**config.mk**
```make
export PLATFORM = sky130hd
export DESIGN_NAME = user_io_bank
export DESIGN_NICKNAME = d
export VERILOG_FILES = /design/src/rtl/user_io_bank.sv
export SDC_FILE = /design/constraint.sdc
export NUM_CORES = 1
export LEC_CHECK = 0
export CAP_MARGIN = 20
export CORE_ASPECT_RATIO = 0.5
export CORE_MARGIN = 3
export CORE_UTILIZATION = 30
export DETAILED_ROUTE_END_ITERATION = 10
export REMOVE_ABC_BUFFERS = 1
export SLEW_MARGIN = 20
export SYNTH_ARGS = -nofsm -noshare
export SYNTH_HDL_FRONTEND = slang
export SYNTH_HIERARCHICAL = 1
export SYNTH_SLANG_ARGS = --single-unit
```
**constraint.sdc**
```tcl
create_clock -name clk -period 1.1 [get_ports clk]
set_clock_uncertainty 0.05 [all_clocks]
set_input_delay 0.165 -clock clk [delete_from_list [all_inputs] [get_ports clk]]
set_output_delay 0.165 -clock clk [all_outputs]
set_load 0.03 [all_outputs]
```
**src/rtl/user_io_bank.sv**
```systemverilog
// User IO bank: per-pin output mux (registered/combinational), input loopback,
// synchroniser and edge pulses. Define USER_IO_DEBOUNCE_EN to add per-pin debounce.

module user_io_lane #(
  parameter int SYNC_STAGES = 2
`ifdef USER_IO_DEBOUNCE_EN
  ,
  parameter int DB_CYCLES   = 16
`endif
) (
  input  logic clk,
  input  logic rst_n,
  input  logic pad_in_i,
  input  logic usr_out_i,
  input  logic usr_oeb_i,
  input  logic reg_en_i,
  input  logic lb_en_i,
  output logic pad_out_o,
  output logic pad_oeb_o,
  output logic usr_in_o,
  output logic rise_o,
  output logic fall_o
);

  logic                   out_q, oeb_q;
  logic                   src;
  logic [SYNC_STAGES-1:0] sync_q;
  logic                   sync_out;
  logic                   in_q, in_d;
  logic                   rise_q, fall_q;

  // The registered copy samples every cycle so switching reg_en is glitch-free.
  always_ff @(posedge clk or negedge rst_n) begin
    if (!rst_n) begin
      out_q <= 1'b0;
      oeb_q <= 1'b1;
    end else begin
      out_q <= usr_out_i;
      oeb_q <= usr_oeb_i;
    end
  end

  assign pad_out_o = reg_en_i ? out_q : usr_out_i;
  assign pad_oeb_o = ~rst_n | (reg_en_i ? oeb_q : usr_oeb_i);

  assign src      = lb_en_i ? pad_out_o : pad_in_i;
  assign sync_out = sync_q[SYNC_STAGES-1];

  always_ff @(posedge clk or negedge rst_n) begin
    if (!rst_n) sync_q <= '0;
    else        sync_q <= {sync_q[SYNC_STAGES-2:0], src};
  end

`ifdef USER_IO_DEBOUNCE_EN
  localparam int             CW      = $clog2(DB_CYCLES);
  localparam logic [CW-1:0]  CNT_MAX = CW'(DB_CYCLES - 1);

  logic [CW-1:0] cnt_q, cnt_d;

  // Counter only runs while the synchronised level disagrees with usr_in;
  // it clears on the update cycle, so it can never wrap.
  always_comb begin
    in_d  = in_q;
    cnt_d = '0;
    if (sync_out != in_q) begin
      if (cnt_q == CNT_MAX) in_d  = sync_out;
      else                  cnt_d = cnt_q + 1'b1;
    end
  end

  always_ff @(posedge clk or negedge rst_n) begin
    if (!rst_n) cnt_q <= '0;
    else        cnt_q <= cnt_d;
  end
`else
  always_comb begin
    in_d = sync_out;
  end
`endif

  always_ff @(posedge clk or negedge rst_n) begin
    if (!rst_n) begin
      in_q   <= 1'b0;
      rise_q <= 1'b0;
      fall_q <= 1'b0;
    end else begin
      in_q   <= in_d;
      rise_q <= in_d & ~in_q;
      fall_q <= ~in_d & in_q;
    end
  end

  assign usr_in_o = in_q;
  assign rise_o   = rise_q;
  assign fall_o   = fall_q;

endmodule

module user_io_bank #(
  parameter int NUM_IO      = 48,
  parameter int SYNC_STAGES = 2,
  parameter int DB_CYCLES   = 16
) (
  input  logic              clk,
  input  logic              rst_n,
  input  logic [NUM_IO-1:0] pad_in,
  output logic [NUM_IO-1:0] pad_out,
  output logic [NUM_IO-1:0] pad_oeb,
  input  logic [NUM_IO-1:0] usr_out,
  input  logic [NUM_IO-1:0] usr_oeb,
  input  logic [NUM_IO-1:0] out_reg_en,
  input  logic              lb_en,
  output logic [NUM_IO-1:0] usr_in,
  output logic [NUM_IO-1:0] usr_rise,
  output logic [NUM_IO-1:0] usr_fall
);

  if (NUM_IO < 1 || NUM_IO > 128) begin : g_bad_num_io
    $error("user_io_bank: NUM_IO out of range");
  end
  if (SYNC_STAGES < 2 || SYNC_STAGES > 4) begin : g_bad_sync
    $error("user_io_bank: SYNC_STAGES out of range");
  end
  if (DB_CYCLES < 2 || DB_CYCLES > 256) begin : g_bad_db
    $error("user_io_bank: DB_CYCLES out of range");
  end

  for (genvar i = 0; i < NUM_IO; i++) begin : g_lane
    user_io_lane #(
      .SYNC_STAGES (SYNC_STAGES)
`ifdef USER_IO_DEBOUNCE_EN
      ,
      .DB_CYCLES   (DB_CYCLES)
`endif
    ) u_lane (
      .clk       (clk),
      .rst_n     (rst_n),
      .pad_in_i  (pad_in[i]),
      .usr_out_i (usr_out[i]),
      .usr_oeb_i (usr_oeb[i]),
      .reg_en_i  (out_reg_en[i]),
      .lb_en_i   (lb_en),
      .pad_out_o (pad_out[i]),
      .pad_oeb_o (pad_oeb[i]),
      .usr_in_o  (usr_in[i]),
      .rise_o    (usr_rise[i]),
      .fall_o    (usr_fall[i])
    );
  end

endmodule

```
# After elaboration in Yosys (flattened, before gate mapping)
# Index checks and enable logic that the tools add are counted.
op_classes:
  n_mux: 144
  n_bitwise: 241
ops:
  columns: ["cell", "count"]
  rows:
  - ["$mux 1", 144]
  - ["$not 1->1", 97]
  - ["$and 1x1->1", 96]
  - ["$or 1x1->1", 48]
word_totals:
  regBits: 336
  input_bits: 195
  output_inout_bits: 240
  wordCells: 673

# Longest topological paths before layout
logic_depth:
  ltp_word: 2
  depth_mapped: 2
  ltp_nobuf: 2

# By module
# The synthesis kept the hierarchy.
modules_own_cells:
  columns: ["module", "n_inst", "cells_each", "area_each_um2", "seq_area_each_um2"]
  rows:
  - ["user_io_lane", 48, 13, 232.7, 176.4]

# Worst setup path after synthesis
# Ideal clock, no wire load.
synth_path:
  path_type: "flip-flop to flip-flop"
  startpoint: "register g_lane[0].u_lane.out_q"
  endpoint: "register g_lane[0].u_lane.sync_q[0]"
  setup_ns: 0.125
  t_arrival_ns: 0.905
  required_time_ns: 0.925
  path_slack_ns: 0.020
  path_stages_with_launch: 3
  n_path_buf: 0
  period_less_slack_ns: 1.080
  cell_sequence: "dfrtp_1 -> mux2_4 -> mux2_4"
synth_between:
  elab_chain_len: 2
synth_lines:
  columns: ["element", "line", "text"]
  rows:
  - ["start, declared", "25", "logic out_q, oeb_q;"]
  - ["start signal, assigned", "38", "out_q <= usr_out_i;"]
  - ["$mux 1", "43", "assign pad_out_o = reg_en_i ? out_q : usr_out_i;"]
  - ["net pad_out[0]", "107", "output logic [NUM_IO-1:0] pad_out,"]
  - ["$mux 1", "46", "assign src = lb_en_i ? pad_out_o : pad_in_i;"]
  - ["net g_lane[0].u_lane.src", "26", "logic src;"]
  - ["end signal, assigned", "51", "else sync_q <= {sync_q[SYNC_STAGES-2:0], src};"]
  - ["end, declared", "27", "logic [SYNC_STAGES-1:0] sync_q;"]
# The timed path passes the listed nets, and every way through them passes these cells.

# Worst setup path in the final report
layout_path:
  startpoint: "register g_lane[31].u_lane.oeb_q"
  endpoint: "output port pad_oeb[31]"
layout_between:
  elab_chain_len: 2
layout_lines:
  columns: ["element", "line", "text"]
  rows:
  - ["start, declared", "25", null]
  - ["start signal, assigned", "39", "oeb_q <= usr_oeb_i;"]
  - ["$mux 1", "44", "assign pad_oeb_o = ~rst_n | (reg_en_i ? oeb_q : usr_oeb_i);"]
  - ["$or 1x1->1", "44", null]
  - ["end, declared", "108", "output logic [NUM_IO-1:0] pad_oeb,"]
# Every way passes these cells.

==> impl_metrics.tcl <==
set metrics [dict create \
    syn_inst 624 \
    gp_congestion 0.8775 \
    ff_latch_area_um2 8469 \
    fin_tns_setup_ns -76.41 \
    synth_seq_area_share 0.7581 \
    grt-ovfl-total 0 \
    slew_viol_final 0 \
    grt_max_degree 105 \
    antenna_found_initial 0 \
    crit_arrival_ns 1.42 \
    finalCritPeriodShare 1.482 \
    drt_first_iter_violations 241 \
    drive_gt1_frac 0.4528 \
    synth_cell_types 6 \
    core-area_um2 36290 \
    syn_avg_cell_area_um2 17.90 \
    worst_slack_ns -0.5303 \
    multiInputGateArea_um2 2710 \
    grt_pass1_wl_um 51110 \
    postPlaceCellArea_um2 16580 \
    hp-class "in -> async" \
    worstSetupStartpoint "g_lane[31].u_lane/oeb_q" \
    rsz0062_at_grt "yes" \
    reg2reg_from "g_lane[17].u_lane/out_q" \
    grt_pass1_vias 8371 \
    crit_family "flip-flops" \
    place_hpwl_um 25940 \
    synth_edf_count 0 \
    synth.area.top_cells "dfrtp_1 (65%), mux2_4 (13%), dfstp_2 (11%), nor2b_1 (5.4%), mux2i_1 (4.3%)" \
    fp.dieW_um 278.9 \
    leakage_nw 9.229 \
    nFillCells 3004 \
    dr.pass1.iters 4 \
    crit_buf_inv 1 \
    wl_per_cell_um 19.32 \
    num_rows 49 \
    pre_cts_ws_ns -0.7854 \
    synth_flop_cell "dfrtp_1" \
    layout_min_cycle_time_ns 1.630 \
    nets 1504 \
    drtAntennaViolNets 0 \
    powerDensity_nw_per_um2 1618 \
    port_buffers 434 \
    cts_tree "done" \
    maxCapViolations 0 \
    outcome "finished with violations" \
    synth_seq_cells 336 \
    criticalPathCategory "reg -> out" \
    p_total_mw 31.68 \
    tightest_slew_ns 0.5255 \
    io_pins 435 \
    cts.sinks 336 \
    clockBufferDepth 3 \
    clk_latency_ns 0.57 \
    synth_area_um2 11170 \
    dieArea_um2 39730 \
    finalHoldWorstSlack_ns -0.6253 \
    design_area_um2 19580 \
    hold_viol 74 \
    critPathMaxFanout 1 \
    ys_top_cells_by_count "dfrtp_1 (288), mux2_4 (96), nor2b_1 (96)" \
    crit_chain "mux2i_2, nand2_1, buf_6" \
    yosysTopAreaCell "dfrtp_1" \
    via_per_inst 4.152 \
    finalSetupViolCount 266 \
    grt_use_total 0.1698 \
    diodes 0 \
    numCtsBuffers 31 \
    clk_pin_slew_worst_paths_ns 0.07 \
    yosysWarnings 6 \
    num_vias 7548 \
    slew_headroom 0.6485 \
    die_h_um 142.4 \
    cp_slowest_cell "dfstp_2" \
    max_freq_ghz 0.6134 \
    drt_wl_total_um 35120 \
    endpoint_kind "output port" \
    crit_required_ns 0.88 \
    start_util 0.3078 \
    synth.most_common_cell "dfrtp_1" \
    yosysTopAreaCellShare 0.6452 \
    synth-async-reset-ratio 1.000 \
    peakVddDrop_v 0.0007640 \
    slowest_delay_ns 0.54 \
    violations "hold timing, setup timing" \
    clock-root-buffer "clkbuf_16" \
    start_kind "register" \
    drc_errors 0 \
    htreeDepth 1 \
    area_growth_pct 75.29 \
]
==> per-stage QoR <==
stage               cells  utilization  hold WS [ns]
finish               1818       0.5395       -0.6253
global route         1818       0.5395       -0.6575
CTS                  1793       0.5313       -0.6559
detailed placement   1637       0.4568      -0.04869
global placement     1637       0.4568      -0.04627
floorplan             624            -       -0.1806
==> layout make-up <==
cell class,instances,area share
Clock buffer,40,0.04390
Clock inverter,18,0.01105
Multi-Input combinational cell,288,0.1384
Sequential cell,336,0.4325
Tap cell,484,0.03093
Timing Repair Buffer,652,0.3432
==> worst paths after layout <==
path / end / slack (ns) / cells after the start
min in group clk: g_lane[34].u_lane/out_q / 0.03 / 1
max in group asynchronous: g_lane[1].u_lane/oeb_q / 0.12 / 4
hold reg to reg: g_lane[25].u_lane/sync_q[1] / 0.28 / 0
setup / recovery: pad_oeb[31] / -0.53 / 3
setup reg to reg: g_lane[17].u_lane/sync_q[0] / -0.27 / 5
hold / removal: g_lane[12].u_lane/out_q / -0.63 / 1
==> power by group <==
group,leakage [nW],total [mW],internal (mW),switching (mW)
registers,3.98,13.9,13.4,0.484
clock network,0.530,11.3,6.50,4.78
logic,4.72,6.53,3.38,3.15
==> logic make-up after synthesis <==
kind of cell,after synthesis,synth area share
and+or+nand+nor,144,0.06989
muxes,144,0.1720
DFF,336,0.7581
==> per-layer routing <==
| layer | GRT usage | vias up | wire, µm |
|---|---|---|---|
| met3 | 0.02409 | 71 | 825 |
| met1 | 0.1935 | 3929 | 13030 |
| met4 | 0.05324 | 0 | 1139 |
| li1 | - | 3441 | - |
| met5 | 0 | - | 0 |
| met2 | 0.3309 | 107 | 20130 |
==> state kept, by name, indices dropped and copies added (netlist names) <==
name / flops
g_lane.u_lane/fall_o: 48
g_lane.u_lane/usr_in_o: 48
g_lane.u_lane/rise_o: 48
g_lane.u_lane/oeb_q: 48
g_lane.u_lane/sync_q: 96
g_lane.u_lane/out_q: 48
==> cells in the final DEF (no fill, tap or decap), drive strengths merged <==
master / Yosys / final
mux2: 96 / 96
dlymetal6s4s: 0 / 1
inv: 0 / 2
dfrtp: 288 / 288
nand2: 48 / 48
clkbuf: 0 / 41
dlygate4sd3: 0 / 56
mux2i: 48 / 48
dfstp: 48 / 48
buf: 0 / 402
clkinv: 0 / 10
clkinvlp: 0 / 2
bufinv: 0 / 4
clkdlybuf4s50: 0 / 192
nor2b: 96 / 96
==> what timing repair did <==
action                                  CTS  global route
hold buffers                             56             1
hold endpoints to repair                227            75
resized for setup                       715            25
pin swaps                                46             7
cloned                                    0             1
setup buffers                            42            29
endpoints found under the setup margin  253           414
Power figures use the tool's default switching activity.
